===== config.mk =====
export PLATFORM = sky130hd
export DESIGN_NAME = wb_wr_fifo
export DESIGN_NICKNAME = d
export VERILOG_FILES = /design/src/rtl/wb_wr_fifo.sv
export SDC_FILE = /design/constraint.sdc
export NUM_CORES = 1
export LEC_CHECK = 0
export ABC_AREA = 0
export CORE_ASPECT_RATIO = 0.9
export CORE_UTILIZATION = 35
export DETAILED_ROUTE_END_ITERATION = 7
export SLEW_MARGIN = 20
export SYNTH_ARGS = -nofsm -noshare
export SYNTH_HDL_FRONTEND = slang
export SYNTH_SLANG_ARGS = --single-unit
export TNS_END_PERCENT = 10

===== constraint.sdc =====
create_clock -name clk -period 6.3 [get_ports clk]
set_input_delay 0.945 -clock clk [delete_from_list [all_inputs] [get_ports clk]]
set_output_delay 0.945 -clock clk [all_outputs]
set_load 0.02 [all_outputs]

===== src/rtl/wb_wr_fifo.sv =====
// wb_wr_fifo: queues Wishbone writes that land in the user window
// (adr[14:12] == 3'b111) and hands them to the controller as a
// show-ahead valid/ready stream. Writes stall (no ack) while full.
module wb_wr_fifo #(
    parameter int DEPTH  = 4,
    parameter int DATA_W = 32,
    parameter int CNT_W  = $clog2(DEPTH + 1)
) (
    input  logic              clk,
    input  logic              rst,
    input  logic              wbs_stb_i,
    input  logic              wbs_cyc_i,
    input  logic              wbs_we_i,
    input  logic [3:0]        wbs_sel_i,
    input  logic [DATA_W-1:0] wbs_dat_i,
    input  logic [31:0]       wbs_adr_i,
    output logic              wbs_ack_o,
    output logic              abt_empty_n,
    output logic              Do_valid,
    output logic [DATA_W-1:0] Do,
    output logic [31:0]       Do_adr,
    output logic [3:0]        Do_sel,
    input  logic              brc_out_ready,
    output logic [CNT_W-1:0]  fifo_cnt
);

    localparam int PTR_W = (DEPTH > 1) ? $clog2(DEPTH) : 1;

    typedef struct packed {
        logic [31:0]       adr;
        logic [3:0]        sel;
        logic [DATA_W-1:0] dat;
    } entry_t;

    entry_t           mem [DEPTH];
    logic [PTR_W-1:0] wr_ptr;
    logic [PTR_W-1:0] rd_ptr;
    logic [CNT_W-1:0] count;

    logic   wr_hit;
    logic   full;
    logic   empty;
    logic   push;
    logic   pop;
    entry_t head;

    assign wr_hit = wbs_stb_i & wbs_cyc_i & wbs_we_i & (wbs_adr_i[14:12] == 3'b111);

    // full/empty come from the registered count, so a pop at DEPTH only
    // lets the stalled write in on the following cycle.
    assign full  = (count == CNT_W'(DEPTH));
    assign empty = (count == '0);

    // The ~wbs_ack_o term stops a second push while the master still
    // holds stb during its ack cycle.
    assign push = wr_hit & ~full & ~wbs_ack_o;
    assign pop  = brc_out_ready & ~empty;

    assign head        = mem[rd_ptr];
    assign Do_valid    = ~empty;
    assign abt_empty_n = ~empty;
    assign Do          = empty ? '0 : head.dat;
    assign Do_adr      = empty ? '0 : head.adr;
    assign Do_sel      = empty ? '0 : head.sel;
    assign fifo_cnt    = count;

    // Pointers, occupancy and the one-cycle ack pulse.
    always_ff @(posedge clk) begin
        // NOTE: sequential state uses non-blocking assignments so every
        // register samples the pre-edge values regardless of statement order.
        if (rst) begin
            wr_ptr    <= '0;
            rd_ptr    <= '0;
            count     <= '0;
            wbs_ack_o <= 1'b0;
        end else begin
            wbs_ack_o <= push;
            if (push) begin
                wr_ptr <= wr_ptr + PTR_W'(1);
            end
            if (pop) begin
                rd_ptr <= rd_ptr + PTR_W'(1);
            end
            unique case ({push, pop})
                2'b10:   count <= count + CNT_W'(1);
                2'b01:   count <= count - CNT_W'(1);
                default: count <= count;
            endcase
        end
    end

    // Storage write on push; the head is read combinationally above.
    always_ff @(posedge clk) begin
        // NOTE: the storage array has no reset; stale entries are never
        // visible because the outputs are forced to zero while count == 0.
        if (push) begin
            mem[wr_ptr] <= '{adr: wbs_adr_i, sel: wbs_sel_i, dat: wbs_dat_i};
        end
    end

endmodule

==> results.sh <==
export IMPL_status="finished, final reports clean"
export IMPL_slew_headroom=0.286
export IMPL_die_w_um=187
export IMPL_synth_cell_types=26
export IMPL_drc_errors=0
export IMPL_path_cells="buf_4, mux4_2, and2_1, clkdlybuf4s50_1"
export IMPL_critPathMaxStageDelay_ns=0.76
export IMPL_finalHoldViolCount=0
export IMPL_start_util=0.359
export IMPL_dp_hpwl_mm=11.7
export IMPL_drv_slew=0
export IMPL_synth_common_cells="272 x edfxtp_1, 72 x and2_1, 68 x mux4_2"
export IMPL_hold_end="rd_ptr[1]"
export IMPL_num_io_pins=148
export IMPL_syn_nets=569
export IMPL_maxCapViolCount=0
export IMPL_cpLargestDelayFamily="buffers and inverters"
export IMPL_final_period_utilization=0.646
export IMPL_ys_async_sr_fraction=0
export IMPL_fin_skew_ns=0.0143
export IMPL_htreeDepth=1
export IMPL_yosys_warnings=0
export IMPL_track_usage=0.133
export IMPL_fin_util=0.454
export IMPL_rows=60
export IMPL_num_vias=5165
export IMPL_grt_pass1_wl_mm=32.3
export IMPL_p_total_mw=3.91
export IMPL_synth_seq_area_share=0.775
export IMPL_rr_startpoint="fifo_cnt[2]"
export IMPL_criticalPathCategory="flip-flop to output pin"
export IMPL_rsz0062_at_grt="false"
export IMPL_synthFlopType="edfxtp_1"
export IMPL_syn_area_per_cell_um2=22.1
export IMPL_overflow=0
export IMPL_synth_seq_cells=282
export IMPL_netlist_area_um2=10800
export IMPL_fin_crit_ns=4.07
export IMPL_p_leak_nw=4.24
export IMPL_root_buffer="clkbuf_16"
export IMPL_clock_sink_count=282
export IMPL_synth_top_cell_by_area="edfxtp_1"
export IMPL_fp_dieH_um=169
export IMPL_postCtsSetupBuffers=0
export IMPL_clk_pin_slew_ns=0.06
export IMPL_antenna_found_initial=1
export IMPL_crit_buf_inv=2
export IMPL_setup_viol=0
export IMPL_required_ns=5.35
export IMPL_r2r_cells=9
export IMPL_start_kind="flip-flop"
export IMPL_worst_r2r_setup_slack_ns=3.60
export IMPL_grt_pass1_vias=5809
export IMPL_setup_tns_ns=0
export IMPL_syn2layout_area_growth_pct=26.6
export IMPL_critical_path_peak_fanout=30
export IMPL_timing_fmax_mhz=246
export IMPL_powerDensity_nw_per_um2=286
export IMPL_cp_end_kind="output pin"
export IMPL_worstMarginPinSlew_ns=1.07
export IMPL_regToRegEndpoint="fifo_cnt[2]"
export IMPL_postCtsHoldBufs=0
export IMPL_critPathSlowestCell="dfxtp_4"
export IMPL_fp_dieArea_um2=31600
export IMPL_portBuffers=147
export IMPL_viasPerCell=4.82
export IMPL_drive_gt1_frac=0.185
export IMPL_coreArea_um2=30100
export IMPL_antennaDiodeCount=0
export IMPL_whs_path_depth=2
export IMPL_synth_edf_count=272
export IMPL_cts_resized=0
export IMPL_synth_most_common_cell="edfxtp_1"
export IMPL_placed_area_um2=12700
export IMPL_clk_latency_ns=0.53
export IMPL_grt_max_degree=71
export IMPL_ant_nets=0
export IMPL_hold_class="flip-flop to flip-flop"
export IMPL_clockBufferDepth=3
export IMPL_drt_iter0_markers=285
export IMPL_worstPathArrival_ns=3.12
export IMPL_drt_first_pass_iters=4
export IMPL_drt_wl_total_mm=20.8
export IMPL_tritoncts="done"
export IMPL_synth_cells=489
export IMPL_nNetsFinal=727
export IMPL_cts_buffers=29
export IMPL_synth_top_area_frac=0.756
export IMPL_yosys_top_cells_area="edfxtp_1 76%, mux4_2 14%, and2_1 4.2%"
export IMPL_peakVddDrop_v=0.000183
export IMPL_final_area_um2=13700
export IMPL_drt_wirelength_per_cell_um=19.4
export IMPL_routabilityCongestion=0.736
export IMPL_min_from="rd_ptr[1]"
final cells by class:
cell class | count | area, um2
Clock buffer | 31 | 733
Fill cell | 2571 | 16400
Inverter | 7 | 26.3
Timing Repair Buffer | 153 | 1550
Tap cell | 403 | 504
Sequential cell | 282 | 8380
Multi-Input combinational cell | 174 | 2250
Clock inverter | 22 | 230
how the worst max path moves through the flow:
| stage | endpoint | slack, ns | depth (start not counted) |
|---|---|---|---|
| 2_1_floorplan | mem[0][0] | 2.76 | 3 |
| 3_3_place_gp | Do[7] | 2.72 | 4 |
| 3_5_place_dp | mem[0][61] | 2.58 | 4 |
| 4_1_cts | Do[7] | 2.11 | 4 |
| 5_1_grt | Do[6] | 2.00 | 4 |
| 6_report | Do[7] | 2.23 | 4 |
layout by cell type, fill, tap and decap left out:
master | synthesis | layout
nor2_1 | 6 | 6
clkdlybuf4s50_1 | 0 | 147
clkbuf_16 | 0 | 29
and2_4 | 0 | 4
dfxtp_1 | 10 | 8
nand2b_1 | 1 | 1
clkinvlp_4 | 0 | 2
o21ai_0 | 1 | 1
or3_2 | 0 | 1
clkinv_1 | 0 | 8
and2_1 | 72 | 68
dfxtp_4 | 0 | 2
nor4_1 | 1 | 1
xor2_1 | 4 | 4
or3_1 | 2 | 1
bufinv_16 | 0 | 5
buf_12 | 3 | 3
edfxtp_1 | 272 | 272
mux4_2 | 68 | 68
or4_1 | 2 | 2
o31ai_1 | 3 | 3
nor3_1 | 1 | 1
clkinv_2 | 0 | 7
ha_1 | 5 | 5
fa_1 | 1 | 1
nand4b_1 | 1 | 1
o311ai_0 | 1 | 1
buf_4 | 1 | 3
inv_1 | 7 | 7
nor3b_1 | 1 | 1
clkbuf_1 | 13 | 2
nand3_1 | 1 | 1
a21oi_1 | 3 | 3
stage by stage:
stage	setup WS, ns	cells	hold slack (ns)
detailed placement	2.58	1016	0.522
global route	2.00	1072	0.564
global placement	2.72	1016	0.499
finish	2.23	1072	0.541
CTS	2.11	1069	0.542
floorplan	2.76	489	0.485
worst register-to-register path, stage by stage (launching register included):
cell     delay (ns)
dfxtp_1        0.44
nor3b_1        0.52
nor3_1         0.23
inv_1          0.12
ha_1           0.19
inv_1          0.07
fa_1           0.38
xor2_1         0.17
or3_1          0.34
a21oi_1        0.16
metal layers:
layer / GRT usage / wire [um] / up-vias
met5: 0 / 13 / -
met1: 0.166 / 8750 / 2694
met2: 0.234 / 10500 / 142
met3: 0.0294 / 1060 / 32
met4: 0.0331 / 420 / 2
li1: - / - / 2295
logic make-up (layout without fill, tap and decap cells):
kind of cell             Yosys count  in the layout  share of synthesized area
buffers and inverters             33            213                     0.0180
AND/OR/NAND/NOR                   88             88                     0.0499
XOR/XNOR                           4              4                    0.00324
AO/OA/AOI/OAI                      8              8                    0.00475
adder cells (fa/ha/maj)            6              6                    0.00765
flip-flops                       282            282                      0.775
multiplexers                      68             68                      0.142
state kept, by name, indices dropped and copies added (netlist names), named ones only:
| signal | count |
|---|---|
| mem | 272 |
| rd_ptr | 2 |
| fifo_cnt | 3 |
| wbs_ack_o | 1 |
| wr_ptr | 2 |
where the power goes:
part	switching [mW]	internal (mW)	total (mW)
logic	0.0614	0.0776	0.139
registers	0.00444	2.06	2.06
clock network	0.668	1.04	1.71
total	0.734	3.17	3.91
(Power assumes the default switching activity.)
